==> src/rtl/bn_sequencer.sv <==
`default_nettype none
// ==========================================================================
// bn_sequencer - time-multiplexes one batch-normalization datapath over a
// layer of NEURONS neurons and owns the per-neuron BN parameter bank.
// Revision: 1.0
// ==========================================================================
module bn_sequencer #(
  parameter int WIDTH        = 6,
  parameter int ADDEND_WIDTH = WIDTH - 2,
  parameter int NEURONS      = 4,
  parameter int IDX_W        = $clog2(NEURONS)
) (
  input  logic                        clk,
  input  logic                        reset,
  input  logic                        cfg_valid,
  input  logic [IDX_W-1:0]            cfg_idx,
  input  logic [3:0]                  cfg_factor,
  input  logic [ADDEND_WIDTH-1:0]     cfg_addend,
  output logic                        cfg_ready,
  output logic                        cfg_err,
  input  logic                        start,
  input  logic [NEURONS*WIDTH-1:0]    u_vec,
  input  logic [NEURONS*WIDTH-1:0]    z_vec,
  output logic [WIDTH-1:0]            bn_u,
  output logic [WIDTH-1:0]            bn_z,
  output logic [3:0]                  bn_factor,
  output logic [ADDEND_WIDTH-1:0]     bn_addend,
  input  logic [WIDTH-1:0]            bn_u_out,
  output logic [NEURONS*WIDTH-1:0]    u_out_vec,
  output logic                        busy,
  output logic                        done
);

  localparam logic [IDX_W-1:0] LAST_IDX     = IDX_W'(NEURONS - 1);
  localparam logic [IDX_W:0]   NEURONS_EXT  = (IDX_W + 1)'(NEURONS);
  localparam logic [3:0]       FACTOR_UNITY = 4'b0100;

  typedef enum logic [1:0] {
    S_IDLE = 2'd0,
    S_RUN  = 2'd1,
    S_DONE = 2'd2
  } state_t;

  state_t                      state;
  logic [IDX_W-1:0]            idx;
  logic [NEURONS*WIDTH-1:0]    snap_u;
  logic [NEURONS*WIDTH-1:0]    snap_z;
  logic [NEURONS*WIDTH-1:0]    shadow;
  logic [3:0]                  bank_factor [NEURONS];
  logic [ADDEND_WIDTH-1:0]     bank_addend [NEURONS];
  logic                        cfg_bad;
  logic                        cfg_write;

  assign cfg_ready = (state == S_IDLE) && !start;
  assign cfg_write = cfg_valid && cfg_ready;

  // Codes the datapath cannot execute, plus the zero-only-addend code 0011.
  always_comb begin
    cfg_bad = 1'b0;
    if (cfg_factor == 4'b0000 || cfg_factor == 4'b0111 ||
        cfg_factor == 4'b1011 || cfg_factor == 4'b1111)
      cfg_bad = 1'b1;
    if (cfg_factor == 4'b0011 && cfg_addend != '0)
      cfg_bad = 1'b1;
    if ({1'b0, cfg_idx} >= NEURONS_EXT)
      cfg_bad = 1'b1;
  end

  always_ff @(posedge clk or posedge reset) begin
    if (reset) begin
      cfg_err <= 1'b0;
      for (int i = 0; i < NEURONS; i++) begin
        bank_factor[i] <= FACTOR_UNITY;
        bank_addend[i] <= '0;
      end
    end else if (cfg_write) begin
      if (cfg_bad) begin
        cfg_err <= 1'b1;
      end else begin
        for (int i = 0; i < NEURONS; i++) begin
          if (cfg_idx == IDX_W'(i)) begin
            bank_factor[i] <= cfg_factor;
            bank_addend[i] <= cfg_addend;
          end
        end
      end
    end
  end

  assign bn_u      = snap_u[idx*WIDTH +: WIDTH];
  assign bn_z      = snap_z[idx*WIDTH +: WIDTH];
  assign bn_factor = bank_factor[idx];
  assign bn_addend = bank_addend[idx];

  // Results collect in shadow and are published together on leaving DONE.
  always_ff @(posedge clk or posedge reset) begin
    if (reset) begin
      state     <= S_IDLE;
      idx       <= '0;
      busy      <= 1'b0;
      done      <= 1'b0;
      snap_u    <= '0;
      snap_z    <= '0;
      shadow    <= '0;
      u_out_vec <= '0;
    end else begin
      done <= 1'b0;
      case (state)
        S_IDLE: begin
          if (start) begin
            snap_u <= u_vec;
            snap_z <= z_vec;
            idx    <= '0;
            busy   <= 1'b1;
            state  <= S_RUN;
          end
        end
        S_RUN: begin
          shadow[idx*WIDTH +: WIDTH] <= bn_u_out;
          if (idx == LAST_IDX)
            state <= S_DONE;
          else
            idx <= idx + IDX_W'(1);
        end
        S_DONE: begin
          u_out_vec <= shadow;
          done      <= 1'b1;
          busy      <= 1'b0;
          idx       <= '0;
          state     <= S_IDLE;
        end
        default: begin
          state <= S_IDLE;
          idx   <= '0;
          busy  <= 1'b0;
        end
      endcase
    end
  end

endmodule
`default_nettype wire

==> config.mk <==
export PLATFORM = sky130hd
export DESIGN_NAME = bn_sequencer
export DESIGN_NICKNAME = d
export VERILOG_FILES = /design/src/rtl/bn_sequencer.sv
export SDC_FILE = /design/constraint.sdc
export NUM_CORES = 1
export LEC_CHECK = 0
export CAP_MARGIN = 30
export CORE_MARGIN = 3
export CORE_UTILIZATION = 55
export DETAILED_ROUTE_END_ITERATION = 6
export PLACE_DENSITY = 0.84
export SYNTH_ARGS = -nofsm -noshare
export SYNTH_HDL_FRONTEND = slang
export SYNTH_SLANG_ARGS = --single-unit
==> constraint.sdc <==
create_clock -name clk -period 15.61 [get_ports clk]
set_clock_uncertainty 0.15 [all_clocks]
set_input_delay 3.9025 -clock clk [delete_from_list [all_inputs] [get_ports clk]]
set_output_delay 3.9025 -clock clk [all_outputs]
set_load 0.03 [all_outputs]
# Yosys cells after proc, flatten, opt, wreduce, memory -nomap -nowiden

Cells that the tools add are included.
W data, S select, Z words.

Flip-flop bits (word level): 135
Output and inout bits: 48
Logic and storage cells: 79

Add/sub/neg operators: 2
Multipliers: 1
Magnitude comparators: 1
Equal/unequal tests: 13
Shift operators: 4
Mux-type cells: 18
Bitwise operators: 3
Reductions and logical operators: 20

Operators by type and width:

| operator                  | number |
|---|---|
| $shiftx A24 B6 Y6         | 2 |
| $neg A5 Y34               | 1 |
| $shift A6 B34 Y24 const A | 1 |
| $shiftx A6 B34 Y24        | 1 |
| $bwmux W24                | 1 |
| $bmux W4 S2               | 2 |
| $mux W4                   | 4 |
| $reduce_and A3 Y1         | 4 |
| $reduce_and A2 Y1         | 5 |
| $eq A2 B2 Y1 const B      | 4 |
| $eq A4 B4 Y1 const B      | 2 |
| $mux W2                   | 4 |
| $pmux W2 S2               | 2 |
| $ne A2 B2 Y1 const B      | 3 |
| $eq A2 B1 Y1 const B      | 2 |
| $eq A4 B2 Y1 const B      | 1 |
| $eq A4 B3 Y1 const B      | 1 |
| $logic_not A2 Y1          | 2 |
| $logic_not A4 Y1          | 1 |
| $mul A2 B2 Y4 const B     | 1 |
| $mux W1                   | 4 |
| $reduce_bool A4 Y1        | 1 |
| $ge A3 B3 Y1 const B      | 1 |
| $logic_and A1 B1 Y1       | 3 |
| other kinds (6)           | 9 |

# Longest topological paths before layout

Gate-level depths: netlist (run 1).

Word-level depth: 8
Mapped depth: 8
Gate-level depth less buffers: 6

# Worst setup path before layout (run 1)

OpenSTA, ideal clock, no wires.

Path kind: in2out
From: in start
To: out cfg_ready
Arrival: 4.345 ns
Required time: 11.558 ns
Setup slack: 7.213 ns
Stages on the path: 1
Path buffers: 0
Cell sequence: nor3_2

Word-level cells in the longest chain between the ends: 2

RTL lines:

| item                | RTL line | text |
|---|---|---|
| start: declaration  | 21       | `input logic start,` |
| $logic_not A1 Y1    | 54       | `assign cfg_ready = (state == S_IDLE) && !start;` |
| $logic_and A1 B1 Y1 | 54       |  |
| end: declaration    | 19       | `output logic cfg_ready,` |

Every way passes these cells.

# Worst setup path after layout (run 1)

Ends and elaborated chain as after synthesis.

==> impl_metrics.ini, run 1 <==
[status]
outcome = complete, no violations

[clock_network]
h-tree-depth = 4
cts_tree = yes
clkLatencyLatePin_ns = 0.51
clock_sinks = 135
cts.clk_slew.worst_paths_ns = 0.06
cts-hold-fix-buffers = 0
ctsRootBufferMaster = clkbuf_8
cts_resized = 0
postCtsSetupBuffers = 0
cts_buffer_depth = 2
numCtsBuffers = 17

[timing]
period_needed_ns = 9.28
fin_setup_tns_ns = 0
fmax_mhz = 108
hold_violations = 0
slew_headroom = 0.433
setup_viol = 0
fin_crit_sh = 0.595
finalMaxSlewViolations = 0
rsz0062_at_grt = false
tightest_slew_ns = 0.851

[hold_path]
hold_start = cfg_err
holdPathEnd = cfg_err
hp-class = reg -> reg
holdPathStages = 1

[yosys]
synth_seq_cells = 135
synth_compound_area_frac = 0.0521
synthAdderAreaFrac = 0.0151
synth_most_common_cell = dfrtp_1
synth_edf_count = 0
synth_xor_area_frac = 0
syn_nets = 453
seq_area_frac_synth = 0.582
async_flop_share = 1.00
synth_area_sq_um = 5820
yosysWarnings = 0
synth_cell_types = 40
synth_cells = 378
synth_top_area_share = 0.564
synth_ff_type = dfrtp_1
synth_top_family_by_area = multiplexers
avgSynthCellArea_sq_um = 15.4
synth_largest_area_cell = dfrtp_1
synthTopCellsByCount = dfrtp_1 (131), mux2_2 (104), mux4_2 (20), nand2_1 (20), a22o_1 (12)
synthMuxAreaShare = 0.282
netlist_top_cells_area = dfrtp_1 (56%), mux2_2 (20%), mux4_2 (7.7%)
synth-simple-area-share = 0.0540

[drt]
routed_wl_microns = 12100
wire_per_inst_microns = 18.7
drtAntennaViolNets = 0
route.vias.total = 3644
drc = 0
drtIter0Drc = 188
via_per_inst = 5.64
dr.pass1.iters = 4

[setup_path]
end_kind = output pin
crit_top_cell = clkdlybuf4s50_1
ff2ff_path_depth = 5
rr_endpoint = shadow[21]
regToRegStartpoint = idx[0]
arrival_ns = 5.23
crit_slowest_cell = clkdlybuf4s50_1
worstPathRequired_ns = 11.56
cp_max_fo = 3
cp-start-kind = input pin
path_cells = clkdlybuf4s50_1, nor3_2, clkdlybuf4s50_1
critPathKind = in -> out
slowest_delay_ns = 0.71
rrSetupSlack_ns = 12.91

[cells_and_area]
final_nets = 576
final_util = 0.773
n_antenna_cell = 0
multi_input_area_sq_um = 2350
regArea_sq_um = 3380
drive_gt1_frac = 0.333
area_growth_pct = 33.4
n_fill_cell = 585
final_area_sq_um = 7760

[global_routing]
grt_overflow = 0
grt_pass1_wl_microns = 19900
grt_use_total = 0.222
met2_usage = 0.361
grt_busiest_layer = met2
grt_max_degree = 71
met3_usage = 0.0669
antenna_found_initial = 0
grt_pass1_vias = 3984
met1_usage = 0.284

[floorplan]
std_cell_rows = 36
start_util = 0.579
fp.dieW_microns = 109
core_sq_um = 10000
dieArea_sq_um = 11800
io_pins = 116
die_height_microns = 109

[place]
gp_congestion = 0.821
placed_area_sq_um = 7130
port_buffers = 115
dpl.hpwl_microns = 8410

[job]
maxCapViolations = 0

[power_and_ir_drop]
p_leak_nw = 3.34
peakVddDrop_uv = 127
power_mw = 1.74
power_density_nw_per_um2 = 224
-- logic make-up after synthesis --
logic type      Yosys count
flops                   135
mux                     126
simple gates             49
compound gates           39
buf+inv                  22
fa+ha+maj                 7
-- registers in the layout, summed over array words and instances (netlist names) --
name         count
bank_factor     16
done             1
idx              2
u_out_vec       24
cfg_err          1
busy             1
shadow          24
bank_addend     16
snap_u          24
state            2
snap_z          24
-- worst max-delay path, delay by kind of cell --
family        cells  cell delay, ns
buf+inv           2            1.15
simple gates      1            0.18
-- cell type report --
class	count	share of cell area
Sequential cell	135	0.436
Multi-Input combinational cell	221	0.303
Timing Repair Buffer	120	0.157
Clock buffer	23	0.0601
Tap cell	133	0.0214
Clock inverter	8	0.0187
Inverter	6	0.00322
-- power by group --
part / switching [mW] / internal, mW / total (mW)
Combinational: 0.355 / 0.370 / 0.724
Sequential: 0.0978 / 0.512 / 0.610
Clock: 0.137 / 0.271 / 0.408
-- stage by stage --
| stage | instances | worst slack [ns] | hold slack (ns) |
|---|---|---|---|
| 6_report | 646 | 6.33 | 0.322 |
| 2_1_floorplan | 378 | 7.21 | 0.289 |
| 3_5_place_dp | 614 | 6.33 | 0.318 |
| 5_1_grt | 646 | 6.24 | 0.342 |
| 3_3_place_gp | 613 | 6.34 | 0.304 |
| 4_1_cts | 645 | 6.31 | 0.326 |
-- layer usage --
layer / vias to the layer above / share of wire
li1: 1655 / -
met1: 1858 / 0.41
met2: 115 / 0.51
met3: 16 / 0.070
met4: 0 / 0.014
met5: - / 0
-- how the worst max path moves through the flow --
stage / from / endpoint / slack [ns] / depth (start not counted)
5_1_grt: start / cfg_ready / 6.24 / 3
2_1_floorplan: start / cfg_ready / 7.21 / 1
3_3_place_gp: start / cfg_ready / 6.34 / 3
3_5_place_dp: start / cfg_ready / 6.33 / 3
4_1_cts: start / cfg_ready / 6.31 / 3
6_report: start / cfg_ready / 6.33 / 3
-- layout by cell type (no fill, tap or decap), types with 5 or more instances in the layout --
cell type | Yosys | final
dfrtp_1 | 131 | 130
mux4_2 | 20 | 20
ha_1 | 7 | 7
clkbuf_16 | 0 | 16
o21ai_0 | 8 | 8
mux2_2 | 104 | 104
nand2_1 | 20 | 20
clkdlybuf4s50_1 | 0 | 115
inv_1 | 6 | 5
a22o_1 | 12 | 12
No activity file was read; power rests on OpenSTA's default activity.
==> inputs of run 2 (changes only) <==
--- a/config.mk
+++ b/config.mk
@@ -7,9 +7,9 @@
 export LEC_CHECK = 0
 export CAP_MARGIN = 30
 export CORE_MARGIN = 3
-export CORE_UTILIZATION = 55
+export CORE_UTILIZATION = 52
 export DETAILED_ROUTE_END_ITERATION = 6
-export PLACE_DENSITY = 0.84
+export PLACE_DENSITY = 0.8
 export SYNTH_ARGS = -nofsm -noshare
 export SYNTH_HDL_FRONTEND = slang
 export SYNTH_SLANG_ARGS = --single-unit
==> constraint.sdc (replaced) <==
create_clock -name clk -period 8.6 [get_ports clk]
set_clock_uncertainty 0.15 [all_clocks]
set_input_delay 2.15 -clock clk [delete_from_list [all_inputs] [get_ports clk]]
set_output_delay 2.15 -clock clk [all_outputs]
set_load 0.03 [all_outputs]
==> impl_metrics.ini, run 2 (synthesis gave the netlist of run 1 again) <==
[power_and_ir_drop]
p_clk_frac = 0.240
peakVddDrop_uv = 191
power_frac_comb = 0.414
p_leak_nw = 3.35
power_density_nw_per_um2 = 410
p_switching_mw = 1.09
p_int_mw = 2.10
seq_power_share = 0.347
swShare = 0.343

[place]
dpl.hpwl_microns = 8640
placed_area_sq_um = 7140
port_buffers = 115
gp_congestion = 0.807

[clock_network]
cts_resized = 0
clkLatencyLatePin_ns = 0.51
postCtsSetupBuffers = 0
clock_sinks = 135
cts_buffer_depth = 2
h-tree-depth = 4
ctsRootBufferMaster = clkbuf_8
cts-hold-fix-buffers = 0
numCtsBuffers = 17
cts.clk_slew.worst_paths_ns = 0.06
cts_tree = yes

[floorplan]
dieArea_sq_um = 12500
std_cell_rows = 37
fp.dieW_microns = 112
core_sq_um = 10600
die_height_microns = 112
io_pins = 116
start_util = 0.549

[global_routing]
grt_max_degree = 79
grt_pass1_wl_microns = 21000
grt_pass1_vias = 4079
grt_overflow = 0
antenna_found_initial = 0
grt_use_total = 0.215

[setup_path]
cp-start-kind = input pin
end_kind = output pin
cp_max_fo = 3
critPathKind = in -> out
arrival_ns = 3.59
worstPathRequired_ns = 6.30

[cells_and_area]
final_nets = 577
drive_gt1_frac = 0.337
n_antenna_cell = 0
n_fill_cell = 701
final_cell_mix = dfrtp_1 (130), clkdlybuf4s50_1 (115), mux2_2 (104)
final_area_sq_um = 7790
final_common_cell = dfrtp_1
area_growth_pct = 33.9

[timing]
fmax_mhz = 170
tightest_slew_ns = 0.699
hold_violations = 0
fin_setup_tns_ns = 0
setup_viol = 0
slew_headroom = 0.534
period_needed_ns = 5.89
finalMaxSlewViolations = 0
rsz0062_at_grt = false
fin_crit_sh = 0.685

[drt]
dr.pass1.iters = 4
drtAntennaViolNets = 0
drtIter0Drc = 165
wire_per_inst_microns = 19.5
via_per_inst = 5.67
routed_wl_microns = 12600
route.vias.total = 3679
drc = 0

[hold_path]
hp-class = reg -> reg

[job]
maxCapViolations = 0

[status]
outcome = complete, no violations
[run 2: cell types whose count changed in the layout (fill, tap and decap cells not counted), sizes merged]
cell,delta
clkinv,+2
clkbuf,-5
buf,+1
clkinvlp,+1
bufinv,+1
[run 2: worst paths after layout]
path,from,slack [ns],to,cells past startpoint
max reg2reg,idx[1],5.73,shadow[22],6
max,start,2.71,cfg_ready,3
max in group asynchronous,reset,5.26,bank_factor[10],4
min in group asynchronous,reset,1.98,done,2
min reg2reg,busy,0.32,busy,1
min,busy,0.32,busy,1
[run 2: stage by stage]
stage | hold WS [ns] | power, mW | instances | util | setup slack [ns]
floorplan | 0.289 | 1.95 | 378 | - | 2.70
global placement | 0.307 | 2.37 | 616 | 0.670 | 2.73
detailed placement | 0.317 | 2.43 | 618 | 0.673 | 2.71
CTS | 0.331 | 3.22 | 648 | 0.732 | 2.70
global route | 0.362 | 3.37 | 649 | 0.735 | 2.65
finish | 0.325 | 3.19 | 649 | 0.735 | 2.71
[run 2: worst max-delay path, cell delays in order]
cell             delay (ns)
clkdlybuf4s50_1        0.45
nor3_2                 0.26
clkdlybuf4s50_1        0.73
[run 2: final cells by class]
type | instances | area [sq um] | share of cell area
flip-flops and latches | 135 | 3380 | 0.435
multi-input cells | 221 | 2350 | 0.302
repair buffers | 121 | 1240 | 0.159
clock buffers | 18 | 418 | 0.0537
clock inverters | 12 | 204 | 0.0262
well taps | 136 | 170 | 0.0218
inverters | 6 | 25.0 | 0.00321
[run 2: metal layers]
layer | vias up | part of all wire | wire length (microns) | GRT usage
li1 | 1651 | - | - | -
met1 | 1917 | 0.40 | 5110 | 0.267
met2 | 97 | 0.52 | 6610 | 0.357
met3 | 14 | 0.059 | 743 | 0.0663
met4 | 0 | 0.013 | 170 | 0.0762
met5 | - | 0 | 0 | 0
[run 2: power groups by stage]
stage          clock network [mW]  logic, mW  registers (mW)
6_report                    0.764       1.32            1.11
5_1_grt                     0.808       1.41            1.15
4_1_cts                     0.778       1.33            1.11
3_5_place_dp                    0       1.32            1.12
3_3_place_gp                    0       1.25            1.12
2_1_floorplan                   0      0.802            1.15
